**config.mk**
```make
export PLATFORM = sky130hd
export DESIGN_NAME = rgb_fade_sequencer_flat
export DESIGN_NICKNAME = d
export VERILOG_FILES = /design/src/rtl/rgb_fade_sequencer_if.sv /design/src/rtl/rgb_fade_sequencer.sv /design/src/flat_wrapper.sv
export SDC_FILE = /design/constraint.sdc
export NUM_CORES = 1
export LEC_CHECK = 0
export CAP_MARGIN = 20
export CORE_ASPECT_RATIO = 1.5
export CORE_UTILIZATION = 35
export DETAILED_ROUTE_END_ITERATION = 10
export GPL_TIMING_DRIVEN = 0
export PLACE_DENSITY_LB_ADDON = 0.2
export SLEW_MARGIN = 10
export SYNTH_ARGS = -nofsm -noshare
export SYNTH_HDL_FRONTEND = slang
export SYNTH_SLANG_ARGS = --single-unit
export TNS_END_PERCENT = 5
```
**constraint.sdc**
```tcl
create_clock -name clk -period 6.4 [get_ports clk]
set_input_delay 1.28 -clock clk [delete_from_list [all_inputs] [get_ports clk]]
set_output_delay 1.28 -clock clk [all_outputs]
set_load 0.05 [all_outputs]
```
**src/rtl/rgb_fade_sequencer_if.sv**
```systemverilog
// Bundle of the sequencer's control input and LED/duty/phase outputs.
//   enable      : 1 = sequencing runs, 0 = freeze duties and timebase
//   led_r/g/b   : active-high PWM drives
//   duty_r/g/b  : current per-channel duty registers, 0..PWM_INTERVAL
//   phase       : current colour-wheel phase, 0..5
//   phase_done  : one-cycle pulse while a newly advanced phase is first visible
// master = controlling side (top level / bench), slave = the sequencer.
interface rgb_fade_sequencer_if #(
    parameter int unsigned PWM_INTERVAL = 1200
) ();
    localparam int unsigned DW = $clog2(PWM_INTERVAL + 1);

    logic          enable;
    logic          led_r;
    logic          led_g;
    logic          led_b;
    logic [DW-1:0] duty_r;
    logic [DW-1:0] duty_g;
    logic [DW-1:0] duty_b;
    logic [2:0]    phase;
    logic          phase_done;

    modport master (
        output enable,
        input  led_r, led_g, led_b, duty_r, duty_g, duty_b, phase, phase_done
    );

    modport slave (
        input  enable,
        output led_r, led_g, led_b, duty_r, duty_g, duty_b, phase, phase_done
    );
endinterface

```
**src/rtl/rgb_fade_sequencer.sv**
```systemverilog
// Six-phase HSV colour-wheel fader for an RGB LED.
// Owns the brightness-step prescaler, the per-channel duty registers and a
// shared PWM counter with per-period shadow duties.
//   clk : system clock
//   rst : synchronous, active-high reset
//   bus : rgb_fade_sequencer_if.slave (enable in; LEDs, duties, phase,
//         phase_done out)
module rgb_fade_sequencer #(
    parameter int unsigned PWM_INTERVAL    = 1200,
    parameter int unsigned STEP_INTERVAL   = 12000,
    parameter int unsigned STEPS_PER_PHASE = 200
) (
    input  logic                clk,
    input  logic                rst,
    rgb_fade_sequencer_if.slave bus
);
    localparam int unsigned STEP_VAL = PWM_INTERVAL / STEPS_PER_PHASE;
    localparam int unsigned DW = $clog2(PWM_INTERVAL + 1);
    localparam int unsigned CW = (PWM_INTERVAL > 1) ? $clog2(PWM_INTERVAL) : 1;
    localparam int unsigned PW = (STEP_INTERVAL > 1) ? $clog2(STEP_INTERVAL) : 1;
    localparam int unsigned SW = (STEPS_PER_PHASE > 1) ? $clog2(STEPS_PER_PHASE) : 1;

    localparam logic [DW-1:0] DMAX  = DW'(PWM_INTERVAL);
    localparam logic [DW-1:0] DSTEP = DW'(STEP_VAL);
    // Index 0 = red, 1 = green, 2 = blue.
    localparam logic [2:0][DW-1:0] DUTY_RST = {{DW{1'b0}}, {DW{1'b0}}, DMAX};

    if (PWM_INTERVAL % STEPS_PER_PHASE != 0) begin : g_bad_cfg
        $error("rgb_fade_sequencer: PWM_INTERVAL must be a multiple of STEPS_PER_PHASE");
    end

    typedef enum logic [2:0] {
        PH_G_UP = 3'd0,
        PH_R_DN = 3'd1,
        PH_B_UP = 3'd2,
        PH_G_DN = 3'd3,
        PH_R_UP = 3'd4,
        PH_B_DN = 3'd5
    } phase_t;

    phase_t            phase_q, phase_d;
    logic [PW-1:0]     presc_q, presc_d;
    logic [SW-1:0]     step_q, step_d;
    logic [2:0][DW-1:0] duty_q, duty_d;
    logic              done_q, done_d;
    logic [CW-1:0]     pwm_cnt_q;
    logic [2:0][DW-1:0] shadow_q;

    logic [1:0]        ramp_ch;
    logic              ramp_up;
    logic [DW-1:0]     ramp_cur;
    logic              step_evt;
    logic              pwm_wrap;

    assign step_evt = bus.enable && (presc_q == PW'(STEP_INTERVAL - 1));
    assign pwm_wrap = (pwm_cnt_q == CW'(PWM_INTERVAL - 1));

    always_comb begin
        phase_d  = phase_q;
        presc_d  = presc_q;
        step_d   = step_q;
        duty_d   = duty_q;
        done_d   = 1'b0;
        ramp_ch  = 2'd1;
        ramp_up  = 1'b1;

        case (phase_q)
            PH_G_UP: begin ramp_ch = 2'd1; ramp_up = 1'b1; end
            PH_R_DN: begin ramp_ch = 2'd0; ramp_up = 1'b0; end
            PH_B_UP: begin ramp_ch = 2'd2; ramp_up = 1'b1; end
            PH_G_DN: begin ramp_ch = 2'd1; ramp_up = 1'b0; end
            PH_R_UP: begin ramp_ch = 2'd0; ramp_up = 1'b1; end
            PH_B_DN: begin ramp_ch = 2'd2; ramp_up = 1'b0; end
            default: ;
        endcase
        ramp_cur = duty_q[ramp_ch];

        if (bus.enable) begin
            presc_d = step_evt ? '0 : presc_q + 1'b1;
        end

        if (step_evt) begin
            if (step_q == SW'(STEPS_PER_PHASE - 1)) begin
                // Last step lands exactly on the end value regardless of rounding.
                duty_d[ramp_ch] = ramp_up ? DMAX : '0;
                step_d  = '0;
                done_d  = 1'b1;
                phase_d = (phase_q == PH_B_DN) ? PH_G_UP : phase_t'(phase_q + 3'd1);
            end else begin
                // Saturating ramp: never wraps outside 0..PWM_INTERVAL.
                if (ramp_up) begin
                    duty_d[ramp_ch] = (ramp_cur >= DMAX - DSTEP) ? DMAX : ramp_cur + DSTEP;
                end else begin
                    duty_d[ramp_ch] = (ramp_cur <= DSTEP) ? '0 : ramp_cur - DSTEP;
                end
                step_d = step_q + 1'b1;
            end
        end
    end

    always_ff @(posedge clk) begin
        if (rst) begin
            phase_q   <= PH_G_UP;
            presc_q   <= '0;
            step_q    <= '0;
            duty_q    <= DUTY_RST;
            done_q    <= 1'b0;
            pwm_cnt_q <= '0;
            shadow_q  <= DUTY_RST;
        end else begin
            phase_q   <= phase_d;
            presc_q   <= presc_d;
            step_q    <= step_d;
            duty_q    <= duty_d;
            done_q    <= done_d;
            pwm_cnt_q <= pwm_wrap ? '0 : pwm_cnt_q + 1'b1;
            // Shadow captures the pre-step duty, so a coincident step is
            // deferred by one full PWM period.
            if (pwm_wrap) begin
                shadow_q <= duty_q;
            end
        end
    end

    assign bus.led_r      = (DW'(pwm_cnt_q) < shadow_q[0]);
    assign bus.led_g      = (DW'(pwm_cnt_q) < shadow_q[1]);
    assign bus.led_b      = (DW'(pwm_cnt_q) < shadow_q[2]);
    assign bus.duty_r     = duty_q[0];
    assign bus.duty_g     = duty_q[1];
    assign bus.duty_b     = duty_q[2];
    assign bus.phase      = phase_q;
    assign bus.phase_done = done_q;
endmodule

```
**src/flat_wrapper.sv**
```systemverilog
// flat-port wrapper written by rule: the top's interface ports become plain ports
module rgb_fade_sequencer_flat 
#(
    parameter int unsigned PWM_INTERVAL    = 1200,
    parameter int unsigned STEP_INTERVAL   = 12000,
    parameter int unsigned STEPS_PER_PHASE = 200
)
  (clk, rst, bus_enable, bus_led_r, bus_led_g, bus_led_b, bus_duty_r, bus_duty_g, bus_duty_b, bus_phase, bus_phase_done);
  rgb_fade_sequencer_if #(.PWM_INTERVAL(PWM_INTERVAL)) bus_i ();
  input  logic clk;
  input  logic rst;
  input wire logic [$bits(bus_i.enable)-1:0] bus_enable;
  output wire logic [$bits(bus_i.led_r)-1:0] bus_led_r;
  output wire logic [$bits(bus_i.led_g)-1:0] bus_led_g;
  output wire logic [$bits(bus_i.led_b)-1:0] bus_led_b;
  output wire logic [$bits(bus_i.duty_r)-1:0] bus_duty_r;
  output wire logic [$bits(bus_i.duty_g)-1:0] bus_duty_g;
  output wire logic [$bits(bus_i.duty_b)-1:0] bus_duty_b;
  output wire logic [$bits(bus_i.phase)-1:0] bus_phase;
  output wire logic [$bits(bus_i.phase_done)-1:0] bus_phase_done;
  assign bus_i.enable = bus_enable;
  assign bus_led_r = bus_i.led_r;
  assign bus_led_g = bus_i.led_g;
  assign bus_led_b = bus_i.led_b;
  assign bus_duty_r = bus_i.duty_r;
  assign bus_duty_g = bus_i.duty_g;
  assign bus_duty_b = bus_i.duty_b;
  assign bus_phase = bus_i.phase;
  assign bus_phase_done = bus_i.phase_done;
  rgb_fade_sequencer #(.PWM_INTERVAL(PWM_INTERVAL), .STEP_INTERVAL(STEP_INTERVAL), .STEPS_PER_PHASE(STEPS_PER_PHASE)) u_core (.clk(clk), .rst(rst), .bus(bus_i));
endmodule
```
; After elaboration in Yosys (flattened, before gate mapping)
; Index checks and enable logic that the tools add are counted.
[word_totals]
regBits = 103
output_inout_bits = 40
wordCells = 58
input_bits = 3
[op_classes]
n_reduce_logical = 8
muxes = 17
bitwise_logic = 1
add_sub_neg = 6
magnitude_cmp = 7
n_eq_ne = 8
[op_table]
columns = op, count
row1 = $bwmux 33, 3
row2 = $mux 33, 2
row3 = $mux 11, 5
row4 = $lt 11x11->1, 3
row5 = $bmux 11 s2, 1
row6 = $demux 11 s2, 1
row7 = $add 14x1->14 const B, 1
row8 = $eq 14x14->1 const B, 1
row9 = $mux 14, 1
row10 = $add 11x1->11 const B, 1
row11 = $add 11x3->11 const B, 1
row12 = $eq 11x11->1 const B, 1
row13 = $ge 11x11->1 const B, 1
row14 = $le 11x3->1 const B, 1
row15 = $sub 11x3->11 const B, 1
row16 = $add 8x1->8 const B, 1
row17 = $eq 8x8->1 const B, 1
row18 = $mux 8, 1
row19 = $reduce_or 2->1, 4
row20 = $eq 3x2->1 const B, 2
row21 = $eq 3x3->1 const B, 2
row22 = $pmux 2 s2, 1
row23 = $add 3x1->3 const B, 1
row24 = $eq 3x1->1 const B, 1
row25 = other kinds (8), 9

; Depth between registers and ports, before layout
[depth]
depth_word = 10
depth_mapped = 12
depth_no_buf = 11

; Least setup slack after synthesis
; Ideal clock, no wire load.
[synth_timing]
kind = register to output
start = register u_core.pwm_cnt_q[1]
end = output bus_led_g
arrival_time_ns = 2.793
path_stages_with_launch = 9
required_ns = 5.120
path_slack_ns = 2.327
cell_sequence = dfxtp_1 > ha_1 > a21o_1 > a21oi_1 > nor2b_1 > o21ai_0 > a21oi_1 > or4_1 > a221oi_1
[synth_via]
elab_chain_cells = 1
[synth_lines]
columns = item, line_no
row1 = "start, declared", rgb_fade_sequencer.sv:46  ; logic [CW-1:0] pwm_cnt_q;
row2 = "start signal, assigned", rgb_fade_sequencer.sv:116  ; pwm_cnt_q <= pwm_wrap ? '0 : pwm_cnt_q + 1'b1;
row3 = $lt 11x11->1, rgb_fade_sequencer.sv:126  ; assign bus.led_g = (DW'(pwm_cnt_q) < shadow_q[1]);
row4 = "end, declared", flat_wrapper.sv:14  ; output wire logic [$bits(bus_i.led_g)-1:0] bus_led_g;
; Every way passes these cells.

; Worst setup path after layout
[layout_timing]
start = register u_core.pwm_cnt_q[1]
end = output bus_led_r
[layout_via]
elab_chain_cells = 1
[layout_lines]
columns = item, line_no
row1 = $lt 11x11->1, rgb_fade_sequencer.sv:125  ; assign bus.led_r = (DW'(pwm_cnt_q) < shadow_q[0]);
row2 = "end, declared", flat_wrapper.sv:13  ; output wire logic [$bits(bus_i.led_r)-1:0] bus_led_r;
; Every way passes these cells.

==> results.toml <==
[outcome]
status = "complete, no violations"

[power]
cellPowerDensity_mw_per_mm2 = 191
p_clk_share_pct = 45.5
power.switching_uw = 309
leakage_uw = 0.00240
swShare_pct = 24.1
p_comb_share_pct = 4.0
internal_power_uw = 974
vdd_drop_max_v = 0.000119
pwr-share-seq_pct = 50.5

[clocking]
cts_tree = "built"
numCtsBuffers = 9
hold_buffers = 0
clock_path_buffers = 2
cts.sinks = 103
clk_pin_slew_ps = 80
insertion_delay_ps = 350
cts_root_buf = "clkbuf_16"
cts_resized = 0
h-tree-depth = 3
postCtsSetupBuffers = 0

[final_layout]
drive_gt1_share_pct = 5.87
nets = 800
multi_input_area_mm2 = 0.00338
final_area_mm2 = 0.00671
diodes = 0
seq_area_mm2 = 0.00206
n_fill_cell = 1608
most-common-layout-cells = "110 x nand2_1, 103 x dfxtp_1, 66 x nor2_1, 56 x a21oi_1, 41 x clkdlybuf4s50_1"
fin_cells = 970
syn2layout_area_growth_pct = 17.5
mostFrequentLayoutCell = "nand2_1"
utilization_pct = 42.6

[timing]
rsz0062_at_grt = "false"
fin_crit_ps = 4670
tns_ps = 0
slew_viol_final = 0
hold_viol_final = 0
hold_slack_ps = 458
setup_viol = 0
fmax_ghz = 0.214
maxSlewHeadroom_pct = 19.1
post-route-period-util_pct = 73.0
fin_skew_ps = 7.60
tightest_slew_ps = 1210

[yosys]
syn_area_per_cell_um2 = 8.04
synth_edf_count = 0
ys_ff_latch = 103
syn_area_mm2 = 0.00571
yosysUniqueCellTypes = 61
yosysWarnings = 0
synth_adder_area_share_pct = 7.67
synth_compound_area_share_pct = 19.8
synth_top_family_by_area = "simple AND/OR/NAND/NOR gates"
ys.flop_type = "dfxtp_1"
synth-xor-area-share_pct = 6.75
synth_top_cell_by_area = "dfxtp_1"
syn_nets = 748
synth.top_cell.area_share_pct = 36.1
synthMuxAreaShare_pct = 1.77
synthSimpleGateAreaFrac_pct = 22.8
async_flop_share_pct = 0
ys_seq_area_share_pct = 36.1
synth_cells = 710
netlist_top_cells_area = "dfxtp_1 36%, ha_1 7.7%, nand2_1 7.2%"

[die]
die_h_um = 158
ios = 43
rows = 56
core_mm2 = 0.0158
dieWidth_um = 106
dieArea_mm2 = 0.0168
initial_core_util_pct = 36.2

[setup_path]
cp_top_family = "compound AO/OA/AOI/OAI gates"
path_max_fanout = 6
cp.required_ps = 5120
worst-path-stages = 9
crit_top_cell = "a21oi_1"
crit_path_cell_trace = "ha_1 > a21o_1 > a21oi_1 > nor2b_1 > o21ai_0 > a21oi_1 > or4_1 > a221oi_1 > clkdlybuf4s50_1"
rr_worst_depth = 9
critPathArrivalTime_ps = 3390
end_kind = "output pin"
path_buf_inv = 1
critPathMaxStageDelay_ps = 850
cpMaxStageDelayCell = "clkdlybuf4s50_1"
crit_path_start_kind = "register"
worstSetupPathType = "register to output pin"

[place]
io_buffers = 41
dpl.hpwl_mm = 14.7
dp.cells = 954
place_congestion = 0.965
placed_area_mm2 = 0.00639

[routing]
num_vias = 5412
avgViaCountPerCell = 5.58
ant_nets = 0
drc = 0
drt-initial-drc-count = 358
drt_pre_antenna_iters = 5
wl_per_cell_um = 19.1
wl_mm = 18.5

[hold_path]
hp-class = "register to register"
hold_depth = 2

[grt]
grt_util_all_layers_pct = 22.6
grt_overflow_total = 0
grt_max_degree = 20
grt_pass1_vias = 5366
grt_pass1_wl_mm = 28.6
antenna_found_initial = 0

[job]
maxCapViolCount = 0
[logic make-up (layout without fill, tap and decap cells)]
kind of cell    Yosys count  in the layout
buf+inv                  72            129
xor+xnor                 44             44
mux                      10             10
flops                   103            103
fa+ha+maj                35             35
compound gates          165            165
simple gates            281            281
[power by group through the flow]
stage          clock [µW]  combinational, µW  sequential [µW]
2_1_floorplan           0               35.2              661
3_5_place_dp            0               52.0              663
3_3_place_gp            0               51.1              663
4_1_cts               597               52.3              647
6_report              584               51.3              647
5_1_grt               625               56.7              648
[registers in the layout, summed over array words and instances (netlist names)]
name                   flops
u_core.bus.duty_b         11
u_core.bus.phase_done      1
u_core.bus.phase           3
u_core.shadow_q           33
u_core.presc_q            14
u_core.pwm_cnt_q          11
u_core.bus.duty_g         11
u_core.bus.duty_r         11
u_core.step_q              8
[area by class of cell]
cell class	instances	share of cell area (%)
flip-flops and latches	103	30.7
plain buffers	32	2.11
clock inverters	7	1.32
clock buffers	9	3.36
repair buffers	41	6.12
inverters	40	2.24
well taps	203	3.79
multi-input cells	535	50.3
[worst min-delay path: stages (launching register included)]
cell,delay [ps]
dfxtp_1,310
nand2_1,50
a21oi_1,50
[layer usage]
metal	track usage (%)	vias to the layer above	wire length [µm]
met4	14.0	0	954
li1	-	2616	-
met5	0	-	0
met2	43.4	159	9930
met1	22.8	2577	6970
met3	2.87	60	664
[stage by stage]
| stage | setup WS (ps) | total power [µW] |
|---|---|---|
| final | 1730 | 1280 |
| after global routing | 1570 | 1330 |
| after CTS | 1650 | 1300 |
| after detailed placement | 1700 | 715 |
| after global placement | 1490 | 714 |
| after floorplan | 2330 | 696 |
[path summary, 6_finish.rpt]
kind / startpoint / endpoint / slack (ps)
setup / recovery: u_core.pwm_cnt_q[1]$_SDFF_PP0_ / bus_led_r / 1730
hold / removal: u_core.shadow_q[28]$_SDFFE_PP0P_ / u_core.shadow_q[28]$_SDFFE_PP0P_ / 460
setup reg to reg: u_core.bus.phase[2]$_SDFFE_PP0P_ / u_core.bus.duty_r[8]$_SDFFE_PP0P_ / 2440
hold reg to reg: u_core.shadow_q[28]$_SDFFE_PP0P_ / u_core.shadow_q[28]$_SDFFE_PP0P_ / 460
[synthesized netlist by cell type, types with 2 or more instances]
library cell,number
a221oi_1,4
nor3_1,15
or4_1,7
nand4_1,10
or2_2,4
a21o_1,8
ha_1,35
a22o_1,13
nor2b_1,4
a31oi_1,5
a211o_1,4
clkbuf_1,22
a22oi_1,2
o22ai_1,2
nor4_1,5
buf_2,8
o211ai_1,2
or3_1,8
o31a_1,2
o31ai_1,6
and4_1,2
nand3_1,23
nor2_1,66
xor2_1,20
nand2b_1,7
o21ai_0,28
o221ai_1,8
nand2_1,110
mux2i_1,9
nand3b_1,4
a21oi_1,56
and3_1,9
a2bb2oi_1,2
xnor2_1,24
a211oi_1,2
inv_1,40
dfxtp_1,103
o221a_2,4
o22a_1,5
(Power assumes the default switching activity.)
